--- src/rtl/cache_arbiter_if.sv ---
// Bus bundle between the two cache memory ports, the arbiter and physical memory.
// The slave modport is the arbiter's view. The master modport is the caches-plus-memory view.
interface cache_arbiter_if #(
    parameter int ADDR_WIDTH = 32,
    parameter int LINE_WIDTH = 256
);
    logic                  i_read;
    logic                  i_write;
    logic [ADDR_WIDTH-1:0] i_addr;
    logic [LINE_WIDTH-1:0] i_wdata;
    logic                  i_resp;

    logic                  d_read;
    logic                  d_write;
    logic [ADDR_WIDTH-1:0] d_addr;
    logic [LINE_WIDTH-1:0] d_wdata;
    logic                  d_resp;

    logic [LINE_WIDTH-1:0] rdata;

    logic                  pmem_read;
    logic                  pmem_write;
    logic [ADDR_WIDTH-1:0] pmem_addr;
    logic [LINE_WIDTH-1:0] pmem_wdata;
    logic [LINE_WIDTH-1:0] pmem_rdata;
    logic                  pmem_resp;

    modport slave (
        input  i_read, i_write, i_addr, i_wdata,
        input  d_read, d_write, d_addr, d_wdata,
        input  pmem_rdata, pmem_resp,
        output i_resp, d_resp, rdata,
        output pmem_read, pmem_write, pmem_addr, pmem_wdata
    );

    modport master (
        output i_read, i_write, i_addr, i_wdata,
        output d_read, d_write, d_addr, d_wdata,
        output pmem_rdata, pmem_resp,
        input  i_resp, d_resp, rdata,
        input  pmem_read, pmem_write, pmem_addr, pmem_wdata
    );
endinterface

--- src/rtl/cache_arbiter.sv ---
// Round-robin arbiter sharing one physical-memory line port between the
// instruction cache and the data cache, with grant status and wait counters.
module cache_arbiter (
    input  logic                clk,
    input  logic                rst,
    cache_arbiter_if.slave      bus,
    output logic                data_state,
    output logic                instr_state,
    output logic [31:0]         i_wait_cycles,
    output logic [31:0]         d_wait_cycles
);
    typedef enum logic [1:0] {
        IDLE    = 2'd0,
        GRANT_I = 2'd1,
        GRANT_D = 2'd2
    } state_e;

    state_e      state_q, state_d;
    logic        last_grant_q, last_grant_d;   // 0 = I, 1 = D
    logic [31:0] i_wait_q, i_wait_d;
    logic [31:0] d_wait_q, d_wait_d;

    logic i_pend;
    logic d_pend;

    assign i_pend = bus.i_read | bus.i_write;
    assign d_pend = bus.d_read | bus.d_write;

    // Memory read line is broadcast unconditionally; each cache qualifies it with its own resp.
    assign bus.rdata = bus.pmem_rdata;

    // Grant flags are held low while reset is asserted so nothing leaks mid-reset.
    assign data_state    = (state_q == GRANT_D) && !rst;
    assign instr_state   = (state_q == GRANT_I) && !rst;
    assign i_wait_cycles = i_wait_q;
    assign d_wait_cycles = d_wait_q;

    // State, fairness flag and counters register.
    always_ff @(posedge clk) begin
        if (rst) begin
            state_q      <= IDLE;
            last_grant_q <= 1'b0;
            i_wait_q     <= '0;
            d_wait_q     <= '0;
        end else begin
            state_q      <= state_d;
            last_grant_q <= last_grant_d;
            i_wait_q     <= i_wait_d;
            d_wait_q     <= d_wait_d;
        end
    end

    // Next-state selection and forwarding of the granted requester to memory.
    always_comb begin
        state_d        = state_q;
        last_grant_d   = last_grant_q;
        bus.pmem_read  = 1'b0;
        bus.pmem_write = 1'b0;
        bus.pmem_addr  = '0;
        bus.pmem_wdata = '0;
        bus.i_resp     = 1'b0;
        bus.d_resp     = 1'b0;

        unique case (state_q)
            IDLE: begin
                // On a tie the requester not granted last time wins.
                if (i_pend && d_pend) begin
                    if (last_grant_q) begin
                        state_d      = GRANT_I;
                        last_grant_d = 1'b0;
                    end else begin
                        state_d      = GRANT_D;
                        last_grant_d = 1'b1;
                    end
                end else if (i_pend) begin
                    state_d      = GRANT_I;
                    last_grant_d = 1'b0;
                end else if (d_pend) begin
                    state_d      = GRANT_D;
                    last_grant_d = 1'b1;
                end
            end
            GRANT_I: begin
                if (!i_pend) begin
                    state_d = IDLE;    // requester withdrew: abort, no resp
                end else begin
                    bus.pmem_write = bus.i_write;
                    bus.pmem_read  = bus.i_read & ~bus.i_write;
                    bus.pmem_addr  = bus.i_addr;
                    bus.pmem_wdata = bus.i_wdata;
                    if (bus.pmem_resp) begin
                        bus.i_resp = 1'b1;
                        state_d    = IDLE;
                    end
                end
            end
            GRANT_D: begin
                if (!d_pend) begin
                    state_d = IDLE;
                end else begin
                    bus.pmem_write = bus.d_write;
                    bus.pmem_read  = bus.d_read & ~bus.d_write;
                    bus.pmem_addr  = bus.d_addr;
                    bus.pmem_wdata = bus.d_wdata;
                    if (bus.pmem_resp) begin
                        bus.d_resp = 1'b1;
                        state_d    = IDLE;
                    end
                end
            end
            default: state_d = IDLE;
        endcase

        // A transaction caught by reset must not complete or keep memory busy.
        if (rst) begin
            bus.pmem_read  = 1'b0;
            bus.pmem_write = 1'b0;
            bus.pmem_addr  = '0;
            bus.pmem_wdata = '0;
            bus.i_resp     = 1'b0;
            bus.d_resp     = 1'b0;
        end
    end

    // Saturating wait counters: a pending requester that does not hold the grant is waiting.
    always_comb begin
        i_wait_d = i_wait_q;
        d_wait_d = d_wait_q;
        if (i_pend && (state_q != GRANT_I) && (i_wait_q != 32'hFFFF_FFFF))
            i_wait_d = i_wait_q + 32'd1;
        if (d_pend && (state_q != GRANT_D) && (d_wait_q != 32'hFFFF_FFFF))
            d_wait_d = d_wait_q + 32'd1;
    end
endmodule

--- src/flat_wrapper.sv ---
// flat-port wrapper written by rule: the top's interface ports become plain ports
module cache_arbiter_flat 
  (clk, rst, data_state, instr_state, i_wait_cycles, d_wait_cycles, bus_i_read, bus_i_write, bus_i_addr, bus_i_wdata, bus_d_read, bus_d_write, bus_d_addr, bus_d_wdata, bus_pmem_rdata, bus_pmem_resp, bus_i_resp, bus_d_resp, bus_rdata, bus_pmem_read, bus_pmem_write, bus_pmem_addr, bus_pmem_wdata);
  cache_arbiter_if #(.ADDR_WIDTH(32), .LINE_WIDTH(256)) bus_i ();
  input  logic clk;
  input  logic rst;
  output logic data_state;
  output logic instr_state;
  output logic [31:0] i_wait_cycles;
  output logic [31:0] d_wait_cycles;
  input wire logic [$bits(bus_i.i_read)-1:0] bus_i_read;
  input wire logic [$bits(bus_i.i_write)-1:0] bus_i_write;
  input wire logic [$bits(bus_i.i_addr)-1:0] bus_i_addr;
  input wire logic [$bits(bus_i.i_wdata)-1:0] bus_i_wdata;
  input wire logic [$bits(bus_i.d_read)-1:0] bus_d_read;
  input wire logic [$bits(bus_i.d_write)-1:0] bus_d_write;
  input wire logic [$bits(bus_i.d_addr)-1:0] bus_d_addr;
  input wire logic [$bits(bus_i.d_wdata)-1:0] bus_d_wdata;
  input wire logic [$bits(bus_i.pmem_rdata)-1:0] bus_pmem_rdata;
  input wire logic [$bits(bus_i.pmem_resp)-1:0] bus_pmem_resp;
  output wire logic [$bits(bus_i.i_resp)-1:0] bus_i_resp;
  output wire logic [$bits(bus_i.d_resp)-1:0] bus_d_resp;
  output wire logic [$bits(bus_i.rdata)-1:0] bus_rdata;
  output wire logic [$bits(bus_i.pmem_read)-1:0] bus_pmem_read;
  output wire logic [$bits(bus_i.pmem_write)-1:0] bus_pmem_write;
  output wire logic [$bits(bus_i.pmem_addr)-1:0] bus_pmem_addr;
  output wire logic [$bits(bus_i.pmem_wdata)-1:0] bus_pmem_wdata;
  assign bus_i.i_read = bus_i_read;
  assign bus_i.i_write = bus_i_write;
  assign bus_i.i_addr = bus_i_addr;
  assign bus_i.i_wdata = bus_i_wdata;
  assign bus_i.d_read = bus_d_read;
  assign bus_i.d_write = bus_d_write;
  assign bus_i.d_addr = bus_d_addr;
  assign bus_i.d_wdata = bus_d_wdata;
  assign bus_i.pmem_rdata = bus_pmem_rdata;
  assign bus_i.pmem_resp = bus_pmem_resp;
  assign bus_i_resp = bus_i.i_resp;
  assign bus_d_resp = bus_i.d_resp;
  assign bus_rdata = bus_i.rdata;
  assign bus_pmem_read = bus_i.pmem_read;
  assign bus_pmem_write = bus_i.pmem_write;
  assign bus_pmem_addr = bus_i.pmem_addr;
  assign bus_pmem_wdata = bus_i.pmem_wdata;
  cache_arbiter u_core (.clk(clk), .rst(rst), .bus(bus_i), .data_state(data_state), .instr_state(instr_state), .i_wait_cycles(i_wait_cycles), .d_wait_cycles(d_wait_cycles));
endmodule
--- config.mk ---
export PLATFORM = sky130hd
export DESIGN_NAME = cache_arbiter_flat
export DESIGN_NICKNAME = d
export VERILOG_FILES = /design/src/rtl/cache_arbiter_if.sv /design/src/rtl/cache_arbiter.sv /design/src/flat_wrapper.sv
export SDC_FILE = /design/constraint.sdc
export NUM_CORES = 1
export LEC_CHECK = 0
export BUFFER_PORTS_ARGS = -buffer_cell sky130_fd_sc_hd__buf_2
export CORE_AREA = 2 2 571 573
export DETAILED_ROUTE_END_ITERATION = 8
export DIE_AREA = 0 0 573 575
export PLACE_DENSITY = 0.3
export SLEW_MARGIN = 10
export SYNTH_ARGS = -nofsm -noshare
export SYNTH_HDL_FRONTEND = slang
export SYNTH_SLANG_ARGS = --single-unit
--- constraint.sdc ---
create_clock -name clk -period 2.5 [get_ports clk]
set_input_delay 0.5 -clock clk [delete_from_list [all_inputs] [get_ports clk]]
set_output_delay 0.5 -clock clk [all_outputs]
set_load 0.02 [all_outputs]
==> Word-level counts from Yosys, hierarchy flattened <==
Index checks and enable logic that the tools add are counted.
{ "totals": {"regBits": 67, "elab_cells": 65, "output_inout_bits": 614, "input_bits": 839} }
{ "op_classes": {"add_sub_neg": 2, "bitwise": 6, "n_reduce_logical": 11, "n_eq_ne": 7, "n_mux": 35} }
{ "op_table": {"columns": ["cell", "n"], "rows": [
  ["$mux 256", 3],
  ["$pmux 256 s2", 1],
  ["$mux 32", 3],
  ["$add 32x1->32 const B", 2],
  ["$ne 32x32->1 const B", 2],
  ["$pmux 32 s2", 1],
  ["$mux 1", 17],
  ["$mux 2", 7],
  ["$logic_and 1x1->1", 7],
  ["$pmux 2 s3", 1],
  ["$ne 4x1->1 const B", 1],
  ["$pmux 1 s2", 2],
  ["$reduce_bool 3->1", 1],
  ["$and 1x1->1", 2],
  ["$eq 2x1->1 const B", 1],
  ["$eq 2x2->1 const B", 1],
  ["$logic_not 2->1", 1],
  ["$ne 2x1->1 const B", 1],
  ["$ne 2x2->1 const B", 1],
  ["$not 1->1", 2],
  ["$or 1x1->1", 2],
  ["$reduce_and 2->1", 1],
  ["$logic_not 1->1", 1]
]} }

==> Longest topological paths before layout <==
Gate-level depths: netlist of the first run.
{ "logic_depth": {"word_depth": 5, "depth_mapped": 8, "mapped_depth_nobuf": 7} }

==> Worst setup path after synthesis of the first run <==
Ideal clock, no wire load.
{ "synth_path": {"kind": "reg-to-output", "startpoint": "reg u_core.state_q[0]", "endpoint": "out bus_pmem_wdata[235]", "path_slack_ns": -0.034, "path_stages_with_launch": 9, "n_path_buf": 3, "arrival_ns": 2.034, "cell_sequence": "dfxtp_1 > inv_1 > ha_1 > o21a_1 > clkbuf_1 > clkbuf_1 > buf_1 > a22oi_1 > nor2_1"} }
{ "synth_via": {"elab_chain_len": 3, "word_cells_on_any_way": 4, "classes_between": "2 x eq/ne; 2 x mux"} }
{ "synth_rtl": {"columns": ["element", "line_no", "source"], "rows": [
  ["start, declared", "cache_arbiter.sv:18", "state_e state_q, state_d;"],
  ["start signal, assigned", "cache_arbiter.sv:46", "state_q <= state_d;"],
  ["$eq 2x2->1 / $eq 2x1->1 (equally long branches)", "cache_arbiter.sv:64", "unique case (state_q)"],
  ["$pmux 256 s2 (*)", "cache_arbiter.sv:64", null],
  ["$mux 256 (*)", "cache_arbiter.sv:115", "if (rst) begin"],
  ["end, declared", "flat_wrapper.sv:27", "output wire logic [$bits(bus_i.pmem_wdata)-1:0] bus_pmem_wdata;"]
]} }
Mark *: on every way between the ends. The rest lies on a longest branch, timed or not.

==> Worst setup path in the final report of the first run <==
{ "layout_path": {"startpoint": "reg u_core.state_q[1]", "endpoint": "out bus_pmem_wdata[152]"} }
Same word-level chain as after synthesis.

==> results of run 1 <==
-- layer usage --
layer,track usage,part of all wire,up-vias
li1,-,-,6342
met4,0.0280,0.029,56
met3,0.116,0.21,343
met2,0.190,0.44,1190
met5,0,0.0017,-
met1,0.109,0.31,6973
-- what timing repair did --
action / 4_1_cts / 5_1_grt
endpoints found under the setup margin: 299 / 297
endpoints found under the hold margin: 0 / 0
buffers inserted: 42 / 18
gates resized for setup: 372 / 335
cloned: 21 / 7
pin swaps: 47 / 55
-- area by class of cell --
type / count / share of cell area
flip-flops and latches: 67 / 0.0539
diodes: 40 / 0.00400
clock inverters: 6 / 0.00360
well taps: 4325 / 0.216
repair buffers: 1181 / 0.414
inverters: 11 / 0.00185
clock buffers: 10 / 0.00915
multi-input cells: 915 / 0.297
-- registers in the layout (all words and copies together) (netlist names) --
register	cells
u_core.state_q	2
u_core.i_wait_cycles	32
u_core.last_grant_q	1
u_core.d_wait_cycles	32
-- how the worst max path moves through the flow --
stage,from,to,slack [ns],cells past startpoint
finish,u_core.state_q[1],bus_pmem_wdata[152],-0.37,10
global placement,bus_i_write,bus_pmem_addr[24],-0.95,8
detailed placement,bus_i_write,bus_pmem_addr[22],-0.82,8
CTS,u_core.state_q[0],bus_pmem_addr[24],-0.40,8
floorplan,u_core.state_q[0],bus_pmem_wdata[235],0.04,8
global route,u_core.state_q[1],bus_pmem_wdata[70],-0.39,11
-- per-stage QoR --
| step | cells | utilization | hold WS [ns] | power, mW | instance area [sq um] |
|---|---|---|---|---|---|
| CTS | 6495 | 0.0726 | 0.479 | 7.86 | 23500 |
| global placement | 6420 | 0.0640 | 0.451 | 5.23 | 20700 |
| finish | 6555 | 0.0774 | 0.472 | 8.10 | 25000 |
| floorplan | 1360 | - | 0.435 | 3.27 | 9760 |
| global route | 6538 | 0.0773 | 0.513 | 8.57 | 25000 |
| detailed placement | 6420 | 0.0640 | 0.466 | 5.23 | 20700 |
-- cells in the mapped netlist (3+ instances only) --
| master | number | area, sq um |
|---|---|---|
| o21ai_0 | 16 | 80.1 |
| o31ai_1 | 7 | 52.6 |
| nand2b_1 | 3 | 18.8 |
| o2111ai_1 | 4 | 35.0 |
| nor3b_1 | 3 | 22.5 |
| o211ai_1 | 3 | 22.5 |
| or3_1 | 13 | 81.3 |
| nor2b_1 | 15 | 93.8 |
| mux2_2 | 11 | 124 |
| or4_1 | 8 | 60.1 |
| clkbuf_1 | 103 | 387 |
| buf_1 | 5 | 18.8 |
| a311oi_1 | 4 | 35.0 |
| nand4_1 | 26 | 163 |
| a211oi_1 | 4 | 30.0 |
| a22oi_1 | 289 | 2170 |
| inv_1 | 11 | 41.3 |
| and2_1 | 4 | 25.0 |
| nand2_1 | 18 | 67.6 |
| a31o_2 | 3 | 26.3 |
| a21oi_1 | 31 | 155 |
| and3_1 | 6 | 37.5 |
| and4_1 | 4 | 35.0 |
| buf_4 | 257 | 1930 |
| nand3_1 | 17 | 85.1 |
| nor4_1 | 4 | 25.0 |
| ha_1 | 7 | 87.6 |
| xor2_1 | 11 | 96.3 |
| xnor2_1 | 16 | 140 |
| nor2_1 | 343 | 1290 |
| dfxtp_1 | 67 | 1340 |
| nand3b_1 | 3 | 22.5 |
| nor3_1 | 4 | 20.0 |
| or2_2 | 7 | 43.8 |
-- kinds of logic after synthesis --
kind of cell,Yosys count
AND/OR/NAND/NOR,492
buffers and inverters,378
AO/OA/AOI/OAI,376
flip-flops,67
XOR/XNOR,27
multiplexers,13
adder cells (fa/ha/maj),7
-- worst max-delay path: stages, from the launching register on --
cell	delay, ns
dfxtp_4	0.38
inv_4	0.05
ha_4	0.15
buf_6	0.11
o21a_4	0.15
buf_12	0.16
buf_16	0.16
buf_16	0.17
a22oi_2	0.32
nor2_2	0.10
buf_12	0.16
-- where the power goes --
part           total (mW)  switching, mW  internal [mW]
registers            1.12         0.0261           1.09
clock network        1.43          0.556          0.876
logic                5.55           3.12           2.43
total                8.10           3.70           4.40
==> reports/metrics.csv, run 1 <==
metric,value,unit
outcome,"complete, but fails checks",
violations in the final reports,negative setup slack,
setup repair after global routing missed its margin,yes,
final-report setup violation count,292,
Cell variety after synth,60,
worst-margin pin slew,0.707,ns
largest family of logic cells by synthesized area,compound AO/OA/AOI/OAI gates,
Worst-Skew Late Latency,0.36,ns
most used cells in the layout excluding fill and tap cells,"buf_2, nor2_2, buf_12",
area used by sequential logic in the layout,1350,sq um
path type of the worst min-delay path,flop to flop,
Synth warnings,0,
skew final,0.00885,ns
proportion of layout cells with a drive suffix above 1,0.756,
critical register-to-register path endpoint,u_core.i_wait_cycles[21],
number of placement rows,209,
"Net Count, Synth",2206,
number of antenna violations at the first check in global routing,140,
residual overflow from global routing,0,
maximum buffer depth of the clock tree,2,
placed wire-length estimate after detailed placement,191000,microns
maximum number of pins on one net before global-route repair,51,
Critical Path AT,2.37,ns
Post-Synthesis Mean Instance Area,6.77,sq um
Final Routed Wirelength,207000,microns
number of buffers created by CTS,9,
"antenna viol nets, final",0,
endpoints failing hold,0,
R2R Path Start,u_core.state_q[1],
critical path endpoint category,output port,
Maximum Capacitance Violations,0,
terminating pin of the worst hold path,u_core.last_grant_q,
count of unresolved DRC violations after routing,0,
portion of netlist area occupied by mux cells,0.0156,
worst-path fanout max,9,
total of buffers placed on input and output ports,940,
number of global-route vias before repair,14900,
Worst slew margin,0.528,
count of hold buffers inserted by post-cts repair,0,
filler cell count,38200,
area share of and/or/nand/nor cells after synthesis,0.244,
crit path kind,flop to output port,
CTS tree,built,
number of pins exceeding their max-slew limit in the final report,0,
Routed wire per std cell,31.6,microns
Cells on Worst Hold Path,2,
"Seq/Total Area, Yosys",0.146,
minimum setup slack after placement,-0.817,ns
min setup slack post-route,-0.367,ns
sum of negative setup slack,-47.97,ns
average vias per placed instance,2.27,
clock-pin slew on the worst setup and hold paths,0.06,ns
summed instance area of the synthesized netlist,9210,sq um
Syn Inst Count,1360,
worst-case reg-to-reg path depth,11,
number of sinks on the clock net,67,
area growth from synthesis to layout,172,%
kind of start point of the critical path,flop,
fmax,349,MHz
boundary pin count,1453,
overall routing resource usage,0.120,
register-to-register setup slack,-0.21,ns
1st-pass router iterations,7,
total number of vias,14900,
Synth Area in XOR/XNOR,0.0257,
Critical Path RT,2.00,ns
fraction of synthesis flops using an asynchronous set or reset pin,0,
total of flip-flops plus latches after synthesis,67,
die area,329000,sq um
area taken by multi-input logic gates,7430,sq um
"leading cell type in the layout, fill and taps excluded",buf_2,
Die Y,575,microns
nets@finish,3031,
post-synthesis compound-gate area fraction,0.299,
adder-cell area share of the yosys netlist,0.00951,
startpoint of the tightest hold check path,u_core.last_grant_q,
horizontal die dimension,573,microns
worst vdd rail ir drop,365,uV
dominant synthesized flop cell,dfxtp_1,
leakage power figure,8.25,nW
Clk Tree Root Cell,clkbuf_16,
Core Area,323000,sq um
crit share post-route,1.15,
H-tree lvl count,3,
"EDFF count, synth",0,
Starting Density,0.0285,
weighted congestion at the end of routability-driven global placement,0.885,
first-pass GRT wire length,240000,microns
power per cell area,324,nW/um^2
DR iter-0 viols,798,
"Min Clock Period, post-route",2.87,ns
No activity file was read; power rests on OpenSTA's default activity.
==> run 2, diff against run 1 <==
--- a/config.mk
+++ b/config.mk
@@ -5,10 +5,11 @@
 export SDC_FILE = /design/constraint.sdc
 export NUM_CORES = 1
 export LEC_CHECK = 0
+export ABC_AREA = 0
 export BUFFER_PORTS_ARGS = -buffer_cell sky130_fd_sc_hd__buf_2
-export CORE_AREA = 2 2 571 573
+export CORE_AREA = 2 2 574 576
 export DETAILED_ROUTE_END_ITERATION = 8
-export DIE_AREA = 0 0 573 575
+export DIE_AREA = 0 0 576 578
 export PLACE_DENSITY = 0.3
 export SLEW_MARGIN = 10
 export SYNTH_ARGS = -nofsm -noshare
==> constraint.sdc (replaced) <==
create_clock -name clk -period 3.61 [get_ports clk]
set_input_delay 0.722 -clock clk [delete_from_list [all_inputs] [get_ports clk]]
set_output_delay 0.722 -clock clk [all_outputs]
set_load 0.02 [all_outputs]
==> run 2 against run 1 <==
The run now ends clean; combinational power fell by 44%; design area fell by 22%; sequential power fell by 30%; setup slack improved by 0.39 ns; sequential share of layout area rose by 1.5 points; utilization fell by 1.8 points; final cell count fell by 2.3%; die area rose by 1.0%; global-route usage rose by 1.3 points; largest power group unchanged; clock power fell by 33%; hold slack improved by 0.015 ns.
==> reports/metrics.csv, run 2 (synthesis results as in run 1) <==
metric,value,unit,change
first-pass GRT wire length,263000,microns,+9.6%
utilization after layout,0.0594,,-0.0179
"leading cell type in the layout, fill and taps excluded",buf_2,,
skew final,0.00975,ns,+0.000892 ns
power per cell area,250,nW/um^2,-23%
worst vdd rail ir drop,219,uV,-40%
leakage power figure,6.87,nW,-17%
H-tree lvl count,3,,unchanged
R2R Path Start,u_core.state_q[0],,
1st-pass router iterations,5,,-2
die area,333000,sq um,+1.0%
nets@finish,2876,,-5.1%
proportion of layout cells with a drive suffix above 1,0.582,,-0.174
start point of the critical path,u_core.state_q[1],,
maximum number of pins on one net before global-route repair,94,,+84%
placed wire-length estimate after detailed placement,215000,microns,+13%
"Power, Total",4.85,mW,-40%
critical path endpoint category,output port,,
placed insts,6354,,-1.0%
sum of negative setup slack,0,ns,+47.97 ns
weighted congestion at the end of routability-driven global placement,0.926,,+4.7%
total of buffers placed on input and output ports,940,,unchanged
Worst slew margin,0.349,,-0.179
final-report setup violation count,0,,-100%
Final Instance Count excl. Fillers,6404,,-2.3%
Core Area,326000,sq um,+0.97%
worst-margin pin slew,0.977,ns,+0.270 ns
filler cell count,38900,,+2.0%
boundary pin count,1453,,unchanged
worst-path fanout max,93,,+84
most used cells in the layout excluding fill and tap cells,"buf_2, nor2_1, a22oi_1",,
total number of vias,15100,,+1.5%
crit path kind,flop to output port,,
setup repair after global routing missed its margin,yes,,
horizontal die dimension,576,microns,+0.52%
residual overflow from global routing,0,,unchanged
Clk Tree Root Cell,clkbuf_16,,
number of placement rows,210,,+0.48%
CTS tree,built,,
maximum buffer depth of the clock tree,2,,unchanged
average vias per placed instance,2.36,,+3.9%
startpoint of the tightest hold check path,u_core.last_grant_q,,
number of antenna violations at the first check in global routing,161,,+15%
"Min Clock Period, post-route",3.59,ns,
overall routing resource usage,0.133,,+0.0129
"antenna viol nets, final",0,,unchanged
number of global-route vias before repair,14400,,-3.8%
crit share post-route,0.993,,
number of pins exceeding their max-slew limit in the final report,0,,unchanged
Critical Path RT,2.89,ns,+0.89 ns
fmax,279,MHz,
number of sinks on the clock net,67,,unchanged
number of buffers created by CTS,9,,unchanged
kind of start point of the critical path,flop,,
DR iter-0 viols,1144,,+43%
Worst-Skew Late Latency,0.36,ns,about the same
path type of the worst min-delay path,flop to flop,,
clock-pin slew on the worst setup and hold paths,0.06,ns,about the same
outcome,"complete, no violations",,
Die Y,578,microns,+0.52%
Maximum Capacitance Violations,0,,unchanged
Routed wire per std cell,36.6,microns,+16%
Critical Path AT,2.86,ns,+0.49 ns
endpoints failing hold,0,,unchanged
area growth from synthesis to layout,111,%,
Final Routed Wirelength,234000,microns,+13%
count of unresolved DRC violations after routing,0,,unchanged
Starting Density,0.0282,,-0.000273
-- run 2: changes by cell type in the layout (fill, tap and decap cells not counted), sizes merged --
cell and change:
bufbuf -5, buf -143, diode -17, clkinv -1, bufinv -1, clkbuf -5
-- run 2: timing repair --
item                                    CTS  global route
resized for setup                        92            19
buffers inserted                          1             6
cloned                                    2             2
hold buffers                              0             0
endpoints found under the setup margin   85            70
pin swaps                                 1             2
-- run 2: through the flow --
stage                     setup slack (ns)  instance area [sq um]  hold WS (ns)
after CTS                          -0.0652                  19100         0.480
after global placement               -1.56                  17800         0.489
final                               0.0243                  19400         0.487
after global routing               -0.0421                  19400         0.515
after floorplan                      0.807                   9210         0.435
after detailed placement            -0.460                  18400         0.469
-- run 2: path summary, 6_finish.rpt --
| kind | endpoint | slack [ns] | cells after the start |
|---|---|---|---|
| hold / removal | u_core.last_grant_q | 0.49 | 2 |
| setup reg to reg | u_core.d_wait_cycles[22] | 0.81 | 8 |
| hold reg to reg | u_core.last_grant_q | 0.49 | 2 |
| setup / recovery | bus_pmem_wdata[186] | 0.02 | 6 |
-- run 2: routing by layer --
metal	vias to the layer above	part of all wire	GRT usage
met5	-	0.0023	0.00454
met2	1417	0.47	0.224
li1	5991	-	-
met1	7337	0.32	0.124
met4	48	0.019	0.0222
met3	333	0.19	0.111
-- run 2: critical path: stages (launching register included) --
cell and delay, ns:
dfxtp_1 0.41, inv_1 0.10, ha_1 0.39, nand2b_4 0.15, buf_16 0.24, nor2_2 0.52, buf_2 0.36
-- run 2: cell type report --
type / count / area (sq um) / area share
tap: 4346 / 5440 / 0.280
antenna: 23 / 57.6 / 0.00297
clock buffer: 12 / 267 / 0.0137
timing repair buffer: 1026 / 6250 / 0.322
clock inverter: 4 / 47.5 / 0.00245
multi-input combinational: 915 / 5950 / 0.307
sequential: 67 / 1340 / 0.0691
inverter: 11 / 41.3 / 0.00213
-- run 2: power by group --
part           internal (mW)  switching [mW]  total, mW  leakage (nW)
clock network          0.589           0.374      0.963         0.155
registers              0.757          0.0252      0.782         0.541
logic                  0.951            2.16       3.11          6.17
total                   2.30            2.56       4.85          6.87
